## src/rtl/speed_estimator_if.sv

```systemverilog
// Speed estimator pin/bus bundle: enable and encoder pins in, speed sample out.
interface speed_estimator_if #(
    parameter int N = 10
);
    logic                enable;
    logic                enc_a;
    logic                enc_b;
    logic signed [N-1:0] speed;
    logic                speed_valid;
    logic                quad_err;

    modport master (output enable, enc_a, enc_b, input speed, speed_valid, quad_err);
    modport slave  (input enable, enc_a, enc_b, output speed, speed_valid, quad_err);
endinterface

```

## src/rtl/speed_estimator.sv

```systemverilog
// Quadrature encoder speed estimator: windowed signed edge count, moving average
// over 2^AVG_LOG2 windows, scaled and symmetrically clamped to Q(N-F-1).F.
module speed_estimator #(
    parameter int N             = 10,
    parameter int F             = 9,
    parameter int WINDOW_CYCLES = 50000,
    parameter int COUNT_W       = 16,
    parameter int AVG_LOG2      = 2,
    parameter int SCALE_SHIFT   = 4
) (
    input logic              clk,
    input logic              rst,
    speed_estimator_if.slave bus
);
    localparam int D   = 1 << AVG_LOG2;
    localparam int PW  = (AVG_LOG2 > 0) ? AVG_LOG2 : 1;
    localparam int SW  = COUNT_W + AVG_LOG2;
    localparam int CW1 = COUNT_W + 1;
    localparam int XW0 = SW + SCALE_SHIFT;
    localparam int XW  = ((XW0 > N) ? XW0 : N) + 1;
    localparam int TW  = (WINDOW_CYCLES > 2) ? $clog2(WINDOW_CYCLES) : 1;

    localparam logic signed [CW1-1:0] CNT_MAX = CW1'((1 << (COUNT_W - 1)) - 1);
    localparam logic signed [CW1-1:0] CNT_MIN = -CNT_MAX;
    localparam logic signed [XW-1:0]  SPD_MAX = XW'((1 << (N - 1)) - 1);
    localparam logic signed [XW-1:0]  SPD_MIN = -SPD_MAX;

    if (WINDOW_CYCLES < 4 || F > N - 1) begin : g_param_check
        $error("speed_estimator: WINDOW_CYCLES must be >= 4 and F <= N-1");
    end

    logic [1:0]                a_sync, b_sync, sync_fill;
    logic [1:0]                prev_ab, cur_ab, cur_pos, prev_pos, delta;
    logic                      primed, illegal, term;
    logic signed [1:0]         dec;
    logic signed [COUNT_W-1:0] cnt, cnt_sat, win;
    logic signed [CW1-1:0]     cnt_sum;
    logic [TW-1:0]             timer;
    logic [2:0]                vld_pipe;
    logic signed [COUNT_W-1:0] ring [D];
    logic [PW-1:0]             ptr;
    logic signed [SW-1:0]      sum, avg;
    logic signed [XW-1:0]      scaled;
    logic signed [N-1:0]       speed_q, speed_clamped;
    logic                      quad_err_q;

    // Two-flop synchronizers; sync_fill marks when the second stage holds real pin data,
    // so pins already high at reset release are primed instead of decoded against zeros.
    always_ff @(posedge clk or posedge rst) begin
        if (rst) begin
            a_sync    <= '0;
            b_sync    <= '0;
            sync_fill <= '0;
        end else begin
            a_sync    <= {a_sync[0], bus.enc_a};
            b_sync    <= {b_sync[0], bus.enc_b};
            sync_fill <= {sync_fill[0], 1'b1};
        end
    end

    // Gray {A,B} -> position 0..3; forward step is +1 mod 4, a jump of 2 is illegal.
    assign cur_ab   = {a_sync[1], b_sync[1]};
    assign cur_pos  = {cur_ab[1], ^cur_ab};
    assign prev_pos = {prev_ab[1], ^prev_ab};
    assign delta    = cur_pos - prev_pos;

    always_comb begin
        dec     = '0;
        illegal = 1'b0;
        if (bus.enable && primed) begin
            case (delta)
                2'd1:    dec = 2'sb01;
                2'd3:    dec = 2'sb11;
                2'd2:    illegal = 1'b1;
                default: dec = '0;
            endcase
        end
    end

    always_comb begin
        cnt_sum = CW1'(cnt) + CW1'(dec);
        cnt_sat = cnt_sum[COUNT_W-1:0];
        if (cnt_sum > CNT_MAX)      cnt_sat = CNT_MAX[COUNT_W-1:0];
        else if (cnt_sum < CNT_MIN) cnt_sat = CNT_MIN[COUNT_W-1:0];
    end

    assign term = bus.enable && (timer == TW'(WINDOW_CYCLES - 1));

    always_comb begin
        avg           = sum >>> AVG_LOG2;
        scaled        = XW'(avg) <<< SCALE_SHIFT;
        speed_clamped = scaled[N-1:0];
        if (scaled > SPD_MAX)      speed_clamped = SPD_MAX[N-1:0];
        else if (scaled < SPD_MIN) speed_clamped = SPD_MIN[N-1:0];
    end

    always_ff @(posedge clk or posedge rst) begin
        if (rst) begin
            prev_ab    <= '0;
            primed     <= 1'b0;
            timer      <= '0;
            cnt        <= '0;
            win        <= '0;
            vld_pipe   <= '0;
            ptr        <= '0;
            sum        <= '0;
            speed_q    <= '0;
            quad_err_q <= 1'b0;
            for (int i = 0; i < D; i++) ring[i] <= '0;
        end else if (!bus.enable) begin
            primed     <= 1'b0;
            timer      <= '0;
            cnt        <= '0;
            win        <= '0;
            vld_pipe   <= '0;
            ptr        <= '0;
            sum        <= '0;
            speed_q    <= '0;
            quad_err_q <= 1'b0;
            for (int i = 0; i < D; i++) ring[i] <= '0;
        end else begin
            if (sync_fill[1]) begin
                prev_ab <= cur_ab;
                primed  <= 1'b1;
            end
            if (illegal) quad_err_q <= 1'b1;
            vld_pipe <= {vld_pipe[1:0], term};
            // The terminal cycle's own edge opens the next window.
            if (term) begin
                timer <= '0;
                win   <= cnt;
                cnt   <= COUNT_W'(dec);
            end else begin
                timer <= timer + 1'b1;
                cnt   <= cnt_sat;
            end
            if (vld_pipe[0]) begin
                sum       <= sum + SW'(win) - SW'(ring[ptr]);
                ring[ptr] <= win;
                ptr       <= (ptr == PW'(D - 1)) ? '0 : ptr + 1'b1;
            end
            if (vld_pipe[1]) speed_q <= speed_clamped;
        end
    end

    assign bus.speed       = speed_q;
    assign bus.speed_valid = vld_pipe[2];
    assign bus.quad_err    = quad_err_q;
endmodule

```

## src/flat_wrapper.sv

```systemverilog
// flat-port wrapper written by rule: the top's interface ports become plain ports
module speed_estimator_flat 
#(
    parameter int N             = 10,
    parameter int F             = 9,
    parameter int WINDOW_CYCLES = 50000,
    parameter int COUNT_W       = 16,
    parameter int AVG_LOG2      = 2,
    parameter int SCALE_SHIFT   = 4
)
  (clk, rst, bus_enable, bus_enc_a, bus_enc_b, bus_speed, bus_speed_valid, bus_quad_err);
  speed_estimator_if #(.N(N)) bus_i ();
  input logic clk;
  input logic rst;
  input wire logic [$bits(bus_i.enable)-1:0] bus_enable;
  input wire logic [$bits(bus_i.enc_a)-1:0] bus_enc_a;
  input wire logic [$bits(bus_i.enc_b)-1:0] bus_enc_b;
  output wire logic [$bits(bus_i.speed)-1:0] bus_speed;
  output wire logic [$bits(bus_i.speed_valid)-1:0] bus_speed_valid;
  output wire logic [$bits(bus_i.quad_err)-1:0] bus_quad_err;
  assign bus_i.enable = bus_enable;
  assign bus_i.enc_a = bus_enc_a;
  assign bus_i.enc_b = bus_enc_b;
  assign bus_speed = bus_i.speed;
  assign bus_speed_valid = bus_i.speed_valid;
  assign bus_quad_err = bus_i.quad_err;
  speed_estimator #(.N(N), .F(F), .WINDOW_CYCLES(WINDOW_CYCLES), .COUNT_W(COUNT_W), .AVG_LOG2(AVG_LOG2), .SCALE_SHIFT(SCALE_SHIFT)) u_core (.clk(clk), .rst(rst), .bus(bus_i));
endmodule
```

## config.mk

```make
export PLATFORM = sky130hd
export DESIGN_NAME = speed_estimator_flat
export DESIGN_NICKNAME = d
export VERILOG_FILES = /design/src/rtl/speed_estimator_if.sv /design/src/rtl/speed_estimator.sv /design/src/flat_wrapper.sv
export SDC_FILE = /design/constraint.sdc
export NUM_CORES = 1
export LEC_CHECK = 0
export CAP_MARGIN = 25
export CORE_UTILIZATION = 47
export DETAILED_ROUTE_END_ITERATION = 8
export SYNTH_ARGS = -nofsm -noshare
export SYNTH_HDL_FRONTEND = slang
export SYNTH_SLANG_ARGS = --single-unit
export TNS_END_PERCENT = 50
```

## constraint.sdc

```tcl
create_clock -name clk -period 7.1 [get_ports clk]
set_input_delay 1.42 -clock clk [delete_from_list [all_inputs] [get_ports clk]]
set_output_delay 1.42 -clock clk [all_outputs]
set_load 0.01 [all_outputs]
```

==> out/results.txt, run 1 <==
status -> complete, but fails checks
failing checks -> design-rule violations
Pwr per Cell Area -> 242 nW/um2
Worst Skew -> 0.00945 ns
flop and latch count out of synthesis -> 153
pin count of the biggest net entering global routing -> 109
CTS H-tree depth -> 4
max_slew headroom -> 0.329
mapped cell area -> 8780 um2
vias per cell -> 5.55
TritonCTS clock tree -> yes
synth-to-layout area growth -> 9.44%
ANT cells -> 0
Final WS setup -> 1.96 ns
clock power share -> 0.384
main flop type after synthesis -> dfrtp_1
Final ANT Viol Nets -> 0
HP Class -> flop to flop
min cycle time layout -> 5.14 ns
Mapped Avg Cell Area -> 9.60 um2
Detailed Route Iter0 Violations -> 401
clock buffer depth -> 2
worst slew pin tran -> 1.00 ns
Ports -> 17
Total GRT Usage -> 0.218
Tcrit/Tclk final -> 0.725
Post-synth EDFFs -> 0
Post-synth ARST share -> 1.00
Seq/Total Area, Yosys -> 0.436
first-pass GRT wire length -> 33400 um
FP Rows -> 49
Post-DP Area -> 9010 um2
initial antenna violation count -> 0
vias in the first global route -> 6584
Slew Limit Fails -> 0
peak supply drop -> 0.181 mV
layout cells sized above 1 -> 0.0849
count of cell types in the netlist -> 78
Syn Inst Count -> 915
Setup TNS -> 0 ns
CTS root buf -> clkbuf_16
Post CTS Setup Buffer Count -> 0
overflow left after global routing -> 0
Place WS -> 1.60 ns
Final setup viols -> 0
Num CTS Buffers -> 17
Die Width -> 139 um
detailed-placement wirelength estimate -> 13200 um
DIE HEIGHT -> 139 um
die area -> 19200 um2
design area -> 9610 um2
starting density of the core -> 0.484
RSZ-0062 raised after global routing -> false
maxcap violations -> 0
post-cts sizing count -> 0
fillers -> 1642
maximum fanout along the worst path -> 14
Post-Route WL -> 19300 um
syn_nets -> 963
GP Congestion -> 0.850
DR pass1 iterations -> 9
Synth top area share -> 0.436
CP required -> 7.40 ns
ranking of synthesized cells by area -> dfrtp_1, nand2_1, a21oi_1
clock-pin slew on the worst setup and hold paths -> 0.06 ns
NetSw -> 0.708 mW
WP data arrival -> 5.44 ns
nets -> 955
Ys Warns -> 0
Pwr Total -> 2.32 mW
CP Class -> input port to flop
startpoint types -> input port
combinational share of power -> 0.182
Final Hold Fails -> 0
hold_buf cts -> 0
Seq pwr share -> 0.434
Port-buffer cells -> 16
critical path endpoint category -> flop
DRC viols -> 4
DR WL/cell -> 16.8 um
Fmax achieved -> 194 MHz
Int Power -> 1.61 mW
register area -> 3830 um2
leading area contributor after synthesis -> dfrtp_1
switching part of the total -> 0.305
Vias -> 6377
Leak -> 4.08 nW
area occupied by multi-input gates -> 4370 um2
clock insertion delay at the later pin of the skew report -> 0.43 ns
CTS sink cnt -> 153
final core occ -> 0.530
core box area -> 18100 um2
## cells in the final DEF, fill, tap and decap left out, drive strengths merged, types with 14 or more instances in the layout
cell / instances
nand2: 156
dfrtp: 153
a21oi: 89
inv: 82
nor2: 58
xnor2: 30
ha: 26
nand3: 21
o21ai: 20
clkbuf: 19
xor2: 18
fa: 17
a22o: 16
mux2i: 16
mux4: 16
clkdlybuf4s50: 16
nor4: 14
## cell usage after synthesis (8+ instances only)
master	count
a21oi_1	89
a22o_1	16
and2_1	8
and3_1	13
clkbuf_1	37
dfrtp_1	153
fa_1	17
ha_1	26
inv_1	78
mux2i_1	16
mux4_2	16
nand2_1	155
nand3_1	21
nand4_1	10
nor2_1	57
nor4_1	14
o21ai_0	11
o21ai_1	9
xnor2_1	29
xor2_1	18
## worst paths after layout
kind	from	endpoint	slack (ns)	depth (start not counted)
setup / recovery	bus_enable	u_core.cnt[1]$_DFF_PP0_	1.96	16
hold / removal	u_core.a_sync[0]$_DFF_PP0_	u_core.a_sync[1]$_DFF_PP0_	0.35	0
setup reg to reg	u_core.prev_ab[1]$_DFFE_PP0P_	u_core.cnt[1]$_DFF_PP0_	2.67	16
hold reg to reg	u_core.a_sync[0]$_DFF_PP0_	u_core.a_sync[1]$_DFF_PP0_	0.35	0
max in group asynchronous	rst	u_core.bus.speed[5]$_DFFE_PP0P_	4.48	4
min in group asynchronous	rst	u_core.timer[8]$_DFF_PP0_	1.32	2
## power by group through the flow
stage	logic, mW	registers (mW)	clock network [mW]
after global placement	0.425	1.02	0
final	0.424	1.01	0.891
after detailed placement	0.419	1.02	0
after global routing	0.472	1.01	0.945
after floorplan	0.419	0.946	0
after CTS	0.422	1.00	0.910
## critical path, stage by stage
cell and delay [ns]:
clkdlybuf4s50_1 0.45, buf_4 0.21, nand3b_1 0.39, inv_1 0.31, nand2_2 0.21, xnor2_1 0.18
ha_1 0.26, nor4_1 0.50, nand2b_1 0.12, o32ai_1 0.46, xor2_1 0.14, nor4b_2 0.28
nand4b_1 0.14, nand2b_1 0.11, a21o_4 0.16, o21ai_1 0.07
## registers in the layout, indices dropped and copies added, names as in the netlist
register and flops:
u_core.a_sync 2, u_core.b_sync 2, u_core.bus.quad_err 1, u_core.bus.speed 8
u_core.cnt 16, u_core.prev_ab 2, u_core.primed 1, u_core.ptr 2
u_core.ring 64, u_core.sum 18, u_core.sync_fill 2, u_core.timer 16
u_core.vld_pipe 3, u_core.win 16
## through the flow
stage,hold WS (ns),std cells
floorplan,0.331,915
global placement,0.334,1115
detailed placement,0.337,1115
CTS,0.352,1146
global route,0.356,1148
finish,0.350,1148
## logic make-up (layout without fill, tap and decap cells)
| logic type | after synthesis | after routing | share of synthesized area |
|---|---|---|---|
| AND/OR/NAND/NOR | 320 | 320 | 0.169 |
| AO/OA/AOI/OAI | 180 | 180 | 0.132 |
| flip-flops | 153 | 153 | 0.436 |
| buffers and inverters | 131 | 135 | 0.0671 |
| XOR/XNOR | 50 | 50 | 0.0543 |
| adder cells (fa/ha/maj) | 46 | 46 | 0.0792 |
| multiplexers | 34 | 34 | 0.0618 |
| other | 1 | 1 | 0.000427 |
## cell type report
cell class,count,area share
Clock buffer,18,0.0446
Clock inverter,13,0.0152
Inverter,78,0.0310
Multi-Input combinational cell,631,0.455
Sequential cell,153,0.398
Tap cell,229,0.0298
Timing Repair Buffer,26,0.0263
## per-layer routing
metal | global-route usage | wire length [um] | vias up
met5 | 0 | 0 | -
met4 | 0.0725 | 315 | 0
met3 | 0.0401 | 634 | 25
met2 | 0.367 | 9310 | 105
met1 | 0.287 | 9080 | 3132
li1 | - | - | 3115
No activity file was read; power rests on OpenSTA's default activity.
==> run 2, diff against run 1 <==
clock period = 5.3 ns   (was 7.1 ns; I/O delays follow)
==> run 2 against run 1 <==
The flow still finishes with violations (design-rule violations). Sequential power is 34% higher. First-iteration DRC count is 24% lower. Via count is 0.49% higher. Final cell count is 0.17% higher. Clock power is 46% higher. Largest cell class unchanged.
==> out/results.txt, run 2 (synthesis results as in run 1) <==
Post CTS Setup Buffer Count -> 0
CP required -> 5.60 ns
Final WS setup -> 0.960 ns
detailed-placement wirelength estimate -> 13500 um
max reg flops -> 64
reg2reg end -> u_core.sum[17]$_DFFE_PP0P_
RSZ-0062 raised after global routing -> false
startpoint types -> flop
NetSw -> 0.946 mW
Largest Register -> u_core.ring
switching part of the total -> 0.295
vias per cell -> 5.57
combinational share of power -> 0.174
Num CTS Buffers -> 17
Inst Count DP -> 1117
commonest non-fill, non-tap cell in the layout -> nand2_1
Port-buffer cells -> 16
status -> complete, but fails checks
clock-pin slew on the worst setup and hold paths -> 0.07 ns
Setup TNS -> 0 ns
Post-Route WL -> 19800 um
synth-to-layout area growth -> 10.1%
DR pass1 iterations -> 6
critical path endpoint category -> flop
fin cells -> 1150
biggest registers after layout -> u_core.ring (64), u_core.sum (18)
Final Hold Fails -> 0
reg2reg path depth -> 14
Total GRT Usage -> 0.220
core box area -> 18100 um2
die area -> 19200 um2
GP Congestion -> 0.885
maximum fanout along the worst path -> 15
clock power share -> 0.405
failing checks -> design-rule violations
Int Power -> 2.26 mW
Tcrit/Tclk final -> 0.819
DIE HEIGHT -> 139 um
Ports -> 17
TritonCTS clock tree -> yes
Final ANT Viol Nets -> 0
Final setup viols -> 0
Place WS -> 0.809 ns
FP Rows -> 49
Worst Skew -> 0.00760 ns
hold_buf cts -> 0
overflow left after global routing -> 0
Slew Limit Fails -> 0
worst slew pin tran -> 1.05 ns
Vias -> 6408
ANT cells -> 0
CTS sink cnt -> 153
Leak -> 4.12 nW
final core occ -> 0.533
post-cts sizing count -> 0
Hold Path Depth -> 0
Hold Crit Endpoint -> u_core.sync_fill[1]$_DFF_PP0_
clock insertion delay at the later pin of the skew report -> 0.42 ns
layout cells sized above 1 -> 0.0869
max_slew headroom -> 0.288
DR WL/cell -> 17.2 um
worst r2r src -> u_core.ptr[0]$_DFFE_PP0P_
CTS root buf -> clkbuf_16
Seq pwr share -> 0.421
nets -> 956
Die Width -> 139 um
peak supply drop -> 0.248 mV
HP Class -> flop to flop
hold path start -> u_core.sync_fill[0]$_DFF_PP0_
CP Class -> flop to flop
clock buffer depth -> 2
maxcap violations -> 0
Fmax achieved -> 230 MHz
CTS H-tree depth -> 4
min cycle time layout -> 4.34 ns
r2r setup slk -> 0.96 ns
most frequent cells in the layout -> nand2_1, dfrtp_1, a21oi_1
DRC viols -> 9
first-pass GRT wire length -> 33400 um
WP data arrival -> 4.64 ns
vias in the first global route -> 6360
pin count of the biggest net entering global routing -> 104
starting density of the core -> 0.484
Detailed Route Iter0 Violations -> 304
initial antenna violation count -> 0
Pwr per Cell Area -> 331 nW/um2
## run 2: power groups by stage
| stage | logic, mW | clock network, mW | registers, mW |
|---|---|---|---|
| after global routing | 0.629 | 1.36 | 1.36 |
| after global placement | 0.561 | 0 | 1.37 |
| after floorplan | 0.562 | 0 | 1.27 |
| after detailed placement | 0.551 | 0 | 1.37 |
| after CTS | 0.555 | 1.32 | 1.35 |
| final | 0.558 | 1.30 | 1.35 |
## run 2: how the worst max path moves through the flow
stage,startpoint,end,slack [ns],cells after the start
after global routing,u_core.ptr[0]$_DFFE_PP0P_,u_core.sum[17]$_DFFE_PP0P_,0.59,14
final,u_core.ptr[0]$_DFFE_PP0P_,u_core.sum[17]$_DFFE_PP0P_,0.96,14
after global placement,bus_enable,u_core.cnt[7]$_DFF_PP0_,0.84,15
after floorplan,rst,u_core.a_sync[0]$_DFF_PP0_,0.12,1
after detailed placement,bus_enable,u_core.cnt[1]$_DFF_PP0_,0.81,15
after CTS,u_core.ptr[0]$_DFFE_PP0P_,u_core.sum[17]$_DFFE_PP0P_,0.93,14
## run 2: final cells by class
type | count | area (um2)
sequential | 153 | 3830
fill | 1617 | 8470
clock buffer | 18 | 429
inverter | 78 | 298
tap | 229 | 287
multi-input combinational | 631 | 4370
clock inverter | 14 | 196
timing repair buffer | 27 | 263
## run 2: worst max-delay path, stage by stage, from the launching register on
cell and delay, ns:
dfrtp_1 0.54, buf_4 0.37, mux4_2 0.56, fa_1 0.49, inv_1 0.04, ha_1 0.32
or3_1 0.38, a31oi_1 0.28, o21ai_0 0.19, and3_1 0.22, a2111oi_2 0.38, xnor2_1 0.16
nand2_1 0.08, xor2_1 0.14, nor2_1 0.05
## run 2: metal layers
layer  global-route usage  vias up  part of all wire
met1                0.298     3156              0.47
met5                    0        -                 0
met3               0.0452       18             0.039
met4               0.0608        0             0.010
li1                     -     3112                 -
met2                0.358      122              0.48
## run 2: per-stage QoR
stage	instance area (um2)	total power [mW]	hold slack, ns
finish	9670	3.21	0.350
global route	9670	3.35	0.358
CTS	9650	3.22	0.354
detailed placement	9020	1.92	0.338
global placement	9020	1.93	0.333
floorplan	8780	1.83	0.331
==> run 3, diff against run 2 <==
clock period = 4.2 ns   (was 5.3 ns; I/O delays follow)
==> run 3 against run 2 <==
The run still ends with design-rule violations left. Utilization increased by 0.59 points. Final area increased by 1.1%. Worst hold slack got worse by 0.0019 ns. Count of clock-buffer cells in the layout up 2. Largest cell class unchanged. Largest power group unchanged.
==> out/results.txt, run 3 (synthesis results as in run 1) <==
status -> complete, but fails checks
failing checks -> design-rule violations
CP cell instances -> buf_4, mux4_2, fa_1, inv_1, ha_1, a21o_1, a2111o_1, a221o_1, a2111oi_2, xnor2_1, nand2_1, xor2_1, nor2_1
hold path start -> u_core.a_sync[0]$_DFF_PP0_
worst r2r src -> u_core.ptr[0]$_DFFE_PP0P_
peak supply drop -> 0.374 mV
Ports -> 17
Hold Path Depth -> 0
CTS sink cnt -> 153
CTS root buf -> clkbuf_16
Leak -> 4.18 nW
DIE HEIGHT -> 139 um
clock buffer depth -> 2
WP data arrival -> 4.29 ns
most frequent cells in the layout -> nand2_1, dfrtp_1, a21oi_1
Crit-path slowest cell -> mux4_2
reg2reg end -> u_core.sum[17]$_DFFE_PP0P_
critical path endpoint category -> flop
overflow left after global routing -> 0
Vias -> 6530
Largest Register -> u_core.ring
RSZ-0062 raised after global routing -> false
clock insertion delay at the later pin of the skew report -> 0.42 ns
clock-pin slew on the worst setup and hold paths -> 0.06 ns
Num CTS Buffers -> 17
initial antenna violation count -> 0
Detailed Route Iter0 Violations -> 313
post-cts sizing count -> 0
core box area -> 18100 um2
biggest registers after layout -> u_core.ring (64), u_core.sum (18)
CTS H-tree depth -> 4
maximum fanout along the worst path -> 5
Die Width -> 139 um
layout cells sized above 1 -> 0.0997
Port-buffer cells -> 16
fin cells -> 1162
Final setup viols -> 0
GP Congestion -> 0.899
worst slew pin tran -> 1.05 ns
DR pass1 iterations -> 7
DRC viols -> 8
max_slew headroom -> 0.293
first-pass GRT wire length -> 34200 um
slowest stage delay, CP -> 0.53 ns
reg2reg path depth -> 13
starting density of the core -> 0.484
nets -> 968
max reg flops -> 64
Worst Path Buf+Inv -> 2
DR WL/cell -> 17.4 um
detailed-placement wirelength estimate -> 13900 um
commonest non-fill, non-tap cell in the layout -> nand2_1
r2r setup slk -> 0.20 ns
Final Hold Fails -> 0
synth-to-layout area growth -> 11.3%
Slew Limit Fails -> 0
Post-Route WL -> 20200 um
hold_buf cts -> 0
HP Class -> flop to flop
CP required -> 4.49 ns
Final ANT Viol Nets -> 0
Pwr per Cell Area -> 418 nW/um2
Worst Skew -> 0.00669 ns
Top Family by Delay on Critical Path -> compound AO/OA/AOI/OAI gates
CP Class -> flop to flop
Post CTS Setup Buffer Count -> 0
vias per cell -> 5.62
Fmax achieved -> 250 MHz
TritonCTS clock tree -> yes
Inst Count DP -> 1130
startpoint types -> flop
vias in the first global route -> 6536
final core occ -> 0.539
Hold Crit Endpoint -> u_core.a_sync[1]$_DFF_PP0_
ANT cells -> 0
Total GRT Usage -> 0.225
FP Rows -> 49
pin count of the biggest net entering global routing -> 50
Tcrit/Tclk final -> 0.953
die area -> 19200 um2
min cycle time layout -> 4.00 ns
fillers -> 1664
maxcap violations -> 0
==> run 3: cell count changes in the layout (fill, tap and decap cells not counted), sizes merged <==
cell,delta
buf,+12
clkbuf,+2
inv,-2
clkinvlp,+1
clkinv,-1
==> run 3: layout make-up <==
class / instances / area, um2 / share of cell area
timing repair buffer: 39 / 362 / 0.0370
tap: 229 / 287 / 0.0293
clock buffer: 20 / 457 / 0.0467
clock inverter: 12 / 171 / 0.0175
multi-input combinational: 631 / 4380 / 0.448
inverter: 78 / 297 / 0.0303
sequential: 153 / 3830 / 0.391
==> run 3: metrics by stage <==
step	hold WS, ns	setup TNS, ns	setup slack (ns)	total power [mW]	area, um2
final	0.348	0	0.199	4.08	9780
after global routing	0.362	0	0.0273	4.27	9780
after CTS	0.351	0	0.147	4.11	9770
after detailed placement	0.336	0	0.168	2.46	9140
after global placement	0.332	0	0.208	2.47	9140
after floorplan	0.331	-0.407	-0.407	2.31	8790
==> run 3: per-layer routing <==
layer  share of wire  GRT usage
met1            0.47      0.313
met2            0.47      0.365
met3           0.042     0.0387
met4           0.012     0.0596
met5               0          0
==> run 3: worst max path at each step <==
| stage | cells past startpoint | slack (ns) | start | end |
|---|---|---|---|---|
| 3_5_place_dp | 13 | 0.17 | bus_enable | u_core.cnt[12]$_DFF_PP0_ |
| 3_3_place_gp | 15 | 0.21 | bus_enable | u_core.cnt[3]$_DFF_PP0_ |
| 4_1_cts | 14 | 0.15 | u_core.ptr[0]$_DFFE_PP0P_ | u_core.sum[17]$_DFFE_PP0P_ |
| 6_report | 13 | 0.20 | u_core.ptr[0]$_DFFE_PP0P_ | u_core.sum[17]$_DFFE_PP0P_ |
| 2_1_floorplan | 15 | -0.41 | u_core.ptr[0]$_DFFE_PP0P_ | u_core.sum[17]$_DFFE_PP0P_ |
| 5_1_grt | 14 | 0.03 | u_core.ptr[0]$_DFFE_PP0P_ | u_core.sum[17]$_DFFE_PP0P_ |
==> run 3: where the power goes <==
part	switching, mW	internal, mW
Clock	0.615	1.02
Combinational	0.411	0.335
Sequential	0.163	1.54
==> run 3: worst register-to-register path, cell delays in order (launching register included) <==
cell and delay (ns):
dfrtp_1 0.40, buf_4 0.18, mux4_2 0.53, fa_1 0.49, inv_1 0.04, ha_1 0.32
a21o_1 0.20, a2111o_1 0.45, a221o_1 0.45, a2111oi_2 0.37, xnor2_1 0.16, nand2_1 0.07
xor2_1 0.15, nor2_1 0.05
